File: src/rtl/des_expand_keymix.sv
// DES f-function feed stage: E-expansion of R, XOR with the round subkey, registered into a 2-entry skid buffer.
// Optional macro DES_KEYMIX_BYPASS_EN adds key_bypass, which stores E(R) with the subkey ignored.
module des_expand_keymix #(
    parameter int TAG_W = 4
) (
    input  logic             clk,
    input  logic             rst_n,
    input  logic             flush,
    input  logic [31:0]      r_in,
    input  logic [47:0]      subkey,
    input  logic [TAG_W-1:0] tag_in,
    input  logic             in_valid,
`ifdef DES_KEYMIX_BYPASS_EN
    input  logic             key_bypass,
`endif
    output logic             in_ready,
    output logic [47:0]      sbox_in,
    output logic [TAG_W-1:0] tag_out,
    output logic             out_valid,
    input  logic             out_ready
);

    // Each S-box chunk k takes R bits 4k..4k+5 (DES numbering, wrapping 0->32 and 33->1).
    function automatic logic [47:0] e_expand(input logic [31:0] r);
        return {r[0],    r[31:27], r[28:23], r[24:19], r[20:15],
                r[16:11], r[12:7],  r[8:3],   r[4:0],   r[31]};
    endfunction

    logic [47:0]      key_s;
    logic [47:0]      mix_s;
    logic             in_xfer_s;
    logic             out_xfer_s;

    logic [47:0]      m_data_q, m_data_d;
    logic [TAG_W-1:0] m_tag_q,  m_tag_d;
    logic             m_valid_q, m_valid_d;
    logic [47:0]      s_data_q, s_data_d;
    logic [TAG_W-1:0] s_tag_q,  s_tag_d;
    logic             s_valid_q, s_valid_d;

`ifdef DES_KEYMIX_BYPASS_EN
    assign key_s = key_bypass ? 48'h0000_0000_0000 : subkey;
`else
    assign key_s = subkey;
`endif

    assign mix_s      = e_expand(r_in) ^ key_s;
    assign in_ready   = ~s_valid_q;
    assign out_valid  = m_valid_q;
    assign sbox_in    = m_data_q;
    assign tag_out    = m_tag_q;
    assign in_xfer_s  = in_valid & ~s_valid_q;
    assign out_xfer_s = m_valid_q & out_ready;

    // Next-state for main and skid entries; flush overrides every transfer.
    always_comb begin
        m_data_d  = m_data_q;
        m_tag_d   = m_tag_q;
        m_valid_d = m_valid_q;
        s_data_d  = s_data_q;
        s_tag_d   = s_tag_q;
        s_valid_d = s_valid_q;
        if (flush) begin
            m_valid_d = 1'b0;
            s_valid_d = 1'b0;
        end else if (out_xfer_s && s_valid_q) begin
            m_data_d  = s_data_q;
            m_tag_d   = s_tag_q;
            s_valid_d = 1'b0;
        end else if (out_xfer_s) begin
            if (in_xfer_s) begin
                m_data_d = mix_s;
                m_tag_d  = tag_in;
            end else begin
                m_valid_d = 1'b0;
            end
        end else if (in_xfer_s && m_valid_q) begin
            s_data_d  = mix_s;
            s_tag_d   = tag_in;
            s_valid_d = 1'b1;
        end else if (in_xfer_s) begin
            m_data_d  = mix_s;
            m_tag_d   = tag_in;
            m_valid_d = 1'b1;
        end else begin
            m_valid_d = m_valid_q;
        end
    end

    // Buffer state registers.
    always_ff @(posedge clk or negedge rst_n) begin
        if (!rst_n) begin
            m_data_q  <= 48'h0000_0000_0000;
            m_tag_q   <= {TAG_W{1'b0}};
            m_valid_q <= 1'b0;
            s_data_q  <= 48'h0000_0000_0000;
            s_tag_q   <= {TAG_W{1'b0}};
            s_valid_q <= 1'b0;
        end else begin
            m_data_q  <= m_data_d;
            m_tag_q   <= m_tag_d;
            m_valid_q <= m_valid_d;
            s_data_q  <= s_data_d;
            s_tag_q   <= s_tag_d;
            s_valid_q <= s_valid_d;
        end
    end

endmodule
File: config.mk
export PLATFORM = sky130hd
export DESIGN_NAME = des_expand_keymix
export DESIGN_NICKNAME = d
export VERILOG_FILES = /design/src/rtl/des_expand_keymix.sv
export SDC_FILE = /design/constraint.sdc
export NUM_CORES = 1
export LEC_CHECK = 0
export ABC_AREA = 0
export BUFFER_PORTS_ARGS = -buffer_cell sky130_fd_sc_hd__buf_2
export CELL_PAD_IN_SITES_DETAIL_PLACEMENT = 1
export CELL_PAD_IN_SITES_GLOBAL_PLACEMENT = 1
export CORE_ASPECT_RATIO = 1.2
export CORE_MARGIN = 1.5
export CORE_UTILIZATION = 30
export CTS_CLUSTER_DIAMETER = 30
export DETAILED_ROUTE_END_ITERATION = 16
export GPL_ROUTABILITY_DRIVEN = 0
export PLACE_DENSITY = 0.71
export SETUP_SLACK_MARGIN = 0.2
export SYNTH_ARGS = -nofsm -noshare
export SYNTH_HDL_FRONTEND = slang
export SYNTH_SLANG_ARGS = --single-unit
File: constraint.sdc
create_clock -name clk -period 3.21 [get_ports clk]
set_input_delay 0.642 -clock clk [delete_from_list [all_inputs] [get_ports clk]]
set_output_delay 0.642 -clock clk [all_outputs]
set_load 0.02 [all_outputs]
==> results of run 1 <==
[sequential cells by signal, indices dropped and copies added, names as in the netlist]
signal	count
tag_out	4
out_valid	1
s_data_q	48
s_valid_q	1
s_tag_q	4
sbox_in	48
[placed cells by master, fill, tap and decap left out, drive strengths merged]
master    count
a211oi        1
a21oi         2
a221oi        1
buf         153
bufinv        1
clkbuf        9
clkinv        4
clkinvlp      1
dfrtp       106
inv           3
mux2        156
nand2         1
nand2b        1
nand3         1
nor4b         1
o21ai         1
xor2         48
[power by group through the flow]
stage / Clock [uW] / Combinational, uW / Sequential, uW
after floorplan: 0 / 604 / 2110
after global routing: 1230 / 1270 / 1980
after CTS: 1180 / 1200 / 1930
after global placement: 0 / 1150 / 1920
after detailed placement: 0 / 1190 / 1950
final: 1120 / 1180 / 1920
[cell type report]
cell class / count / area, sq um / share of cell area, %
clock buffers: 9 / 225 / 3.44
inverters: 2 / 7.51 / 0.115
repair buffers: 153 / 846 / 12.9
multi-input cells: 213 / 2460 / 37.7
clock inverters: 7 / 77.6 / 1.19
well taps: 216 / 270 / 4.13
flip-flops and latches: 106 / 2650 / 40.5
[routing by layer]
| layer | routed length (microns) | part of all wire (%) | vias up | global-route usage (%) |
|---|---|---|---|---|
| met4 | 161 | 1.4 | 0 | 4.26 |
| met3 | 551 | 4.8 | 12 | 3.07 |
| met2 | 5780 | 50 | 90 | 22.1 |
| met1 | 5050 | 44 | 1666 | 16.5 |
| li1 | - | - | 1477 | - |
| met5 | 0 | 0 | - | 0 |
[stage by stage]
| stage | worst slack (ns) | total power, uW |
|---|---|---|
| 2_1_floorplan | 1.36 | 2710 |
| 3_3_place_gp | 0.994 | 3070 |
| 6_report | 1.19 | 4220 |
| 4_1_cts | 1.16 | 4310 |
| 5_1_grt | 1.05 | 4480 |
| 3_5_place_dp | 0.922 | 3140 |
[final timing paths]
kind	startpoint	to	slack [ns]	cells after the start
max	out_valid	sbox_in[4]	1.19	4
min	rst_n	s_data_q[28]	0.30	1
max reg2reg	out_valid	sbox_in[4]	1.19	4
min reg2reg	sbox_in[17]	sbox_in[17]	0.50	1
max in group asynchronous	rst_n	s_data_q[22]	2.21	2
min in group clk	sbox_in[17]	sbox_in[17]	0.50	1
[cell families (layout without fill, tap and decap cells)]
group | Yosys count | in the layout | synth area share (%)
xor gates and xnor gates | 48 | 48 | 7.98
buffers and inverters | 18 | 171 | 2.85
AOI/OAI and AO/OA | 5 | 5 | 0.926
and+or+nand+nor | 4 | 4 | 0.974
muxes | 156 | 156 | 36.9
DFF | 106 | 106 | 50.4
==> flow_metrics.tcl, run 1 <==
set metrics [dict create \
    fin_cells 706 \
    cp_top_family "buffers and inverters" \
    synth_top_area_share_pct 50.4 \
    rsz0062_at_grt "false" \
    coreArea_sq_mm 0.0170 \
    row_count 52 \
    worst-path-buf-inv 1 \
    cts_tree "built" \
    hold_path.class "in -> async" \
    period_minus_slack_ns 2.02 \
    synth_cells 337 \
    combPwrFrac_pct 27.9 \
    crit_slowest_cell "buf_4" \
    syn_to_final_growth_pct 24.2 \
    clock_latency_ns 0.34 \
    dp_cells 690 \
    max-cap-violations 0 \
    slew_headroom_pct 59.0 \
    ys_top_cells_by_count "dfrtp_1, mux2_2, mux2_4" \
    final_area_sq_mm 0.00654 \
    drtAntennaViolNets 0 \
    maxSlewViolCount 0 \
    ctsResizeCount 0 \
    drc 0 \
    p_leak_uw 0.00305 \
    status "finished, final reports clean" \
    syn_nets 426 \
    io_buffer_count 142 \
    path_cells "nand2_1 > a221oi_4 > buf_4 > mux2_2" \
    synth-seq-area-share_pct 50.4 \
    gr-usage-all-layers_pct 13.1 \
    routed_wirelength_microns 11500 \
    numCtsBuffers 9 \
    tightestPinTransition_ns 0.615 \
    start_util_pct 30.9 \
    power_density_mw_per_mm2 644 \
    crit_type "reg -> reg" \
    synthDistinctLibCells 15 \
    n_fill_cell 1859 \
    synth_area_leaders "dfrtp_1, mux2_2, mux2_4" \
    synth_enable_flop_cells 0 \
    vias_per_cell 4.60 \
    p_int_uw 2960 \
    syn_avg_cell_area_sq_um 15.6 \
    fin_crit_sh_pct 63.0 \
    seqPwrFrac_pct 45.5 \
    clk_pin_slew_ns 0.08 \
    cp_max_fo 38 \
    die_w_microns 124 \
    grt_pass1_wl_microns 18800 \
    diodes 0 \
    final_core_util_pct 38.4 \
    cp-end-kind "flip-flop" \
    fin_skew_ns 0.0118 \
    grt_overflow_total 0 \
    switching_power_uw 1250 \
    first_pass_iters 4 \
    post_cts.repair.setup_buffers 0 \
    nets 574 \
    ioPinCount 143 \
    drive_gt1_share_pct 67.1 \
    ys_ff_latch 106 \
    die_area_sq_mm 0.0184 \
    ys_warn_count 0 \
    htreeDepth 3 \
    p_clk_share_pct 26.6 \
    critPathArrivalTime_ns 2.25 \
    post-dp-hpwl_microns 8100 \
    synthFlopType "dfrtp_1" \
    grt_pass1_vias 3718 \
    start_kind "flip-flop" \
    vdd_drop_max_v 0.000280 \
    die_h_microns 148 \
    antenna_found_initial 0 \
    drtIter0Drc 87 \
    place_area_sq_mm 0.00624 \
    hold_slack_ns 0.299 \
    cts-root-buf "clkbuf_16" \
    cts.path.max_buffers 2 \
    max_stage_delay_ns 0.55 \
    grt_max_degree 53 \
    clkSinkCount 106 \
    synth_area_leader_cell "dfrtp_1" \
    post_drt_wl_per_cell_microns 16.4 \
    cts_hold_buf 0 \
    route.vias.total 3245 \
    setup_viol 0 \
    swShare_pct 29.7 \
    tns_ns 0 \
    synthArstFlopShare_pct 100 \
    syn_area_sq_mm 0.00527 \
    fmax_mhz 494 \
    finalHoldViolations 0 \
    worst_ep_required_time_ns 3.44 \
]
No activity file was read; power rests on OpenSTA's default activity.
==> inputs of run 2 (changes only) <==
--- a/config.mk
+++ b/config.mk
@@ -15,7 +15,7 @@
 export CTS_CLUSTER_DIAMETER = 30
 export DETAILED_ROUTE_END_ITERATION = 16
 export GPL_ROUTABILITY_DRIVEN = 0
-export PLACE_DENSITY = 0.71
+export PLACE_DENSITY = 0.74
 export SETUP_SLACK_MARGIN = 0.2
 export SYNTH_ARGS = -nofsm -noshare
 export SYNTH_HDL_FRONTEND = slang
==> constraint.sdc (replaced) <==
create_clock -name clk -period 1.7 [get_ports clk]
set_input_delay 0.34 -clock clk [delete_from_list [all_inputs] [get_ports clk]]
set_output_delay 0.34 -clock clk [all_outputs]
set_load 0.02 [all_outputs]
==> flow_metrics.tcl, run 2 (synthesis results as in run 1) <==
set metrics [dict create \
    status "finished, final reports clean" \
    post_drt_wl_per_cell_microns 16.4 \
    coreArea_sq_mm 0.0170 \
    die_area_sq_mm 0.0184 \
    drc 0 \
    fin_skew_ns 0.0116 \
    gr-usage-all-layers_pct 12.9 \
    max-cap-violations 0 \
    cts-root-buf "clkbuf_16" \
    finalHoldViolations 0 \
    start_util_pct 30.9 \
    row_count 52 \
    grt_overflow_total 0 \
    cp-end-kind "flip-flop" \
    start_kind "flip-flop" \
    power_uw 8070 \
    syn_to_final_growth_pct 28.9 \
    layout_common_cells "buf_2, dfrtp_1, mux2_2, mux2_4, xor2_1" \
    hold_slack_ns 0.237 \
    clk_pin_slew_ns 0.07 \
    p_leak_uw 0.00316 \
    cp_max_fo 26 \
    final_core_util_pct 39.8 \
    die_h_microns 148 \
    diodes 0 \
    period_minus_slack_ns 1.68 \
    grt_pass1_wl_microns 18500 \
    dp_cells 696 \
    grt_max_degree 49 \
    antenna_found_initial 0 \
    die_w_microns 124 \
    tightestPinTransition_ns 0.273 \
    fin_cells 717 \
    nets 585 \
    post-dp-hpwl_microns 8210 \
    route.vias.total 3260 \
    grt_pass1_vias 3704 \
    routed_wirelength_microns 11700 \
    cts.path.max_buffers 2 \
    crit_type "reg -> reg" \
    first_pass_iters 4 \
    clkSinkCount 106 \
    fmax_mhz 595 \
    maxSlewViolCount 0 \
    cts_tree "built" \
    slew_headroom_pct 81.8 \
    worst_ep_required_time_ns 1.93 \
    crit_slowest_cell "mux2_2" \
    numCtsBuffers 9 \
    critPathArrivalTime_ns 1.91 \
    power_density_mw_per_mm2 1190 \
    fin_crit_sh_pct 98.8 \
    rsz0062_at_grt "true" \
    ioPinCount 143 \
    drtAntennaViolNets 0 \
    setup_viol 0 \
    max_stage_delay_ns 0.37 \
    hold_path.class "in -> reg" \
    htreeDepth 3 \
    drtIter0Drc 36 \
    path_cells "buf_4 > nand2_1 > a221oi_4 > buf_12 > mux2_2" \
    drive_gt1_share_pct 67.9 \
    vias_per_cell 4.55 \
    vdd_drop_max_v 0.000552 \
    final_common_cell "buf_2" \
    io_buffer_count 142 \
    clock_latency_ns 0.35 \
]
run 2: cell count changes in the layout (fill, tap and decap cells not counted), sizes merged:
cell / before / now
dlygate4sd3: 0 / 1
clkinv: 4 / 1
buf: 153 / 160
inv: 3 / 6
clkbuf: 9 / 12
run 2: final timing paths:
kind / start / endpoint / slack (ns) / cells after the start
min: tag_in[1] / s_tag_q[1] / 0.24 / 2
max: s_valid_q / sbox_in[46] / 0.02 / 5
max reg2reg: s_valid_q / sbox_in[46] / 0.02 / 5
min reg2reg: sbox_in[2] / sbox_in[2] / 0.50 / 1
min in group asynchronous: rst_n / sbox_in[27] / 0.40 / 2
max in group asynchronous: rst_n / out_valid / 0.76 / 3
run 2: repair_timing:
| action | CTS | global route |
|---|---|---|
| endpoints found under the hold margin | 13 | 0 |
| gates resized for setup | 2 | 8 |
| buffers inserted | 0 | 0 |
| hold buffers | 1 | 0 |
| cloned | 0 | 4 |
| setup endpoints to repair | 104 | 104 |
run 2: final cells by class:
| class | count | area, sq um |
|---|---|---|
| timing repair buffer | 164 | 1070 |
| clock buffer | 9 | 225 |
| multi-input combinational | 213 | 2480 |
| fill | 1829 | 10300 |
| tap | 216 | 270 |
| inverter | 2 | 7.51 |
| sequential | 106 | 2650 |
| clock inverter | 7 | 83.8 |
run 2: metal layers:
layer / vias to the layer above / share of wire, % / global-route usage, %
li1: 1499 / - / -
met1: 1661 / 44 / 16.3
met2: 88 / 50 / 22.0
met3: 12 / 4.6 / 3.14
met4: 0 / 1.2 / 3.69
met5: - / 0 / 0
run 2: report_power, final:
| group | total (uW) | leakage [uW] | switching [uW] | internal, uW |
|---|---|---|---|---|
| clock network | 2170 | 0.000149 | 996 | 1170 |
| registers | 3630 | 0.00127 | 396 | 3230 |
| logic | 2270 | 0.00174 | 1020 | 1250 |
| total | 8070 | 0.00316 | 2410 | 5660 |
run 2: metrics by stage:
stage	setup TNS (ns)	worst slack, ns	cell area [sq um]
floorplan	-2.94	-0.0329	5280
global placement	0	0.0215	6340
detailed placement	-0.437	-0.0294	6340
CTS	0	0.00436	6670
global route	-2.04	-0.0585	6790
finish	0	0.0206	6790
run 2: critical path: cells and delay by family, from the launching register on:
family | cells | cell delay [ns]
mux | 1 | 0.37
buf+inv | 2 | 0.39
compound gates | 1 | 0.35
flops | 1 | 0.36
simple gates | 1 | 0.08
==> inputs of run 3 (changes only) <==
--- a/config.mk
+++ b/config.mk
@@ -11,11 +11,12 @@
 export CELL_PAD_IN_SITES_GLOBAL_PLACEMENT = 1
 export CORE_ASPECT_RATIO = 1.2
 export CORE_MARGIN = 1.5
-export CORE_UTILIZATION = 30
+export CORE_UTILIZATION = 39
 export CTS_CLUSTER_DIAMETER = 30
 export DETAILED_ROUTE_END_ITERATION = 16
 export GPL_ROUTABILITY_DRIVEN = 0
-export PLACE_DENSITY = 0.74
+export HOLD_SLACK_MARGIN = 0.08
+export PLACE_DENSITY = 0.89
 export SETUP_SLACK_MARGIN = 0.2
 export SYNTH_ARGS = -nofsm -noshare
 export SYNTH_HDL_FRONTEND = slang
==> flow_metrics.tcl, run 3 (synthesis results as in run 1) <==
set metrics [dict create \
    drive_gt1_share_pct 68.0 \
    drtAntennaViolNets 0 \
    start_kind "flip-flop" \
    place_area_sq_mm 0.00624 \
    hold_path.class "in -> reg" \
    pre_cts_ws_ns -0.0360 \
    n_fill_cell 1369 \
    tightestPinTransition_ns 0.448 \
    syn_to_final_growth_pct 30.4 \
    htreeDepth 3 \
    die_area_sq_mm 0.0142 \
    maxSlewViolCount 0 \
    finalHoldViolations 0 \
    cts_tree "built" \
    diodes 0 \
    ioPinCount 143 \
    gr-usage-all-layers_pct 18.2 \
    slew_headroom_pct 70.1 \
    crit_slowest_cell "dfrtp_1" \
    start_util_pct 40.0 \
    critPathArrivalTime_ns 1.94 \
    final_area_sq_mm 0.00687 \
    vdd_drop_max_v 0.000533 \
    p_leak_uw 0.00322 \
    cp_max_fo 5 \
    violations "setup timing" \
    max-cap-violations 0 \
    period_minus_slack_ns 1.72 \
    cp.depth 7 \
    worst-path-buf-inv 4 \
    multi_input_area_sq_mm 0.00248 \
    rr_endpoint "s_data_q[32]" \
    fin_skew_ns 0.0102 \
    layout_common_cells "buf_2, dfrtp_1, mux2_2, mux2_4, xor2_1" \
    rr_worst_depth 7 \
    max_stage_delay_ns 0.40 \
    cp-end-kind "flip-flop" \
    antenna_found_initial 0 \
    grt_pass1_wl_microns 19400 \
    status "complete, but fails checks" \
    cts.path.max_buffers 2 \
    crit_end "s_data_q[32]" \
    io_buffer_count 142 \
    regArea_sq_mm 0.00265 \
    worstReg2RegStart "s_valid_q" \
    row_count 46 \
    route.vias.total 3304 \
    crit_type "reg -> reg" \
    setup_ws_ns -0.0151 \
    path_cells "nand2b_4 > nor4b_4 > buf_6 > buf_12 > buf_12 > buf_16 > mux2_4" \
    critical_path.most_common_cell "buf_12" \
    final_common_cell "buf_2" \
    grt_overflow_total 0 \
    vias_per_cell 4.90 \
    clkSinkCount 106 \
    drc 0 \
    die_w_microns 109 \
    post_drt_wl_per_cell_microns 18.7 \
    cp_top_family "buffers and inverters" \
    first_pass_iters 4 \
    die_h_microns 130 \
    dp_cells 642 \
    worst_ep_required_time_ns 1.93 \
    post-dp-hpwl_microns 8200 \
    rsz0062_at_grt "true" \
    clock_latency_ns 0.35 \
    fmax_mhz 583 \
    cts-root-buf "clkbuf_16" \
    nets 590 \
    routed_wirelength_microns 12600 \
    coreArea_sq_mm 0.0132 \
    fin_crit_sh_pct 101 \
    crit_start "s_valid_q" \
    grt_max_degree 53 \
    clk_pin_slew_ns 0.07 \
    drtIter0Drc 97 \
    grt_pass1_vias 3677 \
    setup_viol 6 \
    reg2reg_slack_ns -0.02 \
    power_density_mw_per_mm2 1180 \
    fin_cells 674 \
    numCtsBuffers 9 \
]
run 3: cell type report:
cell class | instances | area share, %
Clock inverter | 4 | 0.728
Tap cell | 168 | 3.06
Timing Repair Buffer | 169 | 17.6
Inverter | 2 | 0.109
Sequential cell | 106 | 38.6
Clock buffer | 12 | 3.73
Multi-Input combinational cell | 213 | 36.1
run 3: worst min-delay path by stage:
stage	depth (start not counted)	to	slack (ns)	startpoint
6_report	2	s_tag_q[2]	0.24	tag_in[2]
5_1_grt	2	s_tag_q[2]	0.24	tag_in[2]
4_1_cts	2	s_tag_q[3]	0.23	tag_in[3]
3_5_place_dp	1	s_data_q[27]	0.32	rst_n
3_3_place_gp	1	s_data_q[27]	0.30	rst_n
2_1_floorplan	0	out_valid	0.04	rst_n
run 3: worst register-to-register path, cell delays in order (launching register included):
cell	delay (ns)
dfrtp_1	0.40
nand2b_4	0.18
nor4b_4	0.23
buf_6	0.16
buf_12	0.13
buf_12	0.11
buf_16	0.11
mux2_4	0.29
run 3: layer usage:
metal	global-route usage [%]	routed length, microns	vias to the layer above
li1	-	-	1506
met2	31.4	6520	89
met1	22.9	5460	1697
met5	0	0	-
met3	2.85	476	12
met4	6.35	170	0
run 3: stage by stage:
stage	power (uW)	hold slack (ns)	utilization [%]	TNS, ns
4_1_cts	8180	0.228	51.2	0
6_report	8130	0.241	52.1	-0.0644
2_1_floorplan	5130	0.0444	-	-2.94
5_1_grt	8560	0.236	52.1	-4.20
3_5_place_dp	5970	0.315	47.3	-0.665
3_3_place_gp	5810	0.299	47.3	0
run 3: report_power, final:
group	switching, uW	internal (uW)
logic	1050	1280
registers	415	3240
clock network	922	1220
run 3: repair_timing:
action                     CTS  global route
cloned                       4             4
pin swaps                    1             0
gates resized for setup      6             5
hold buffers                 1             0
setup endpoints to repair  104           104
hold endpoints to repair    28             0
setup buffers                7             0
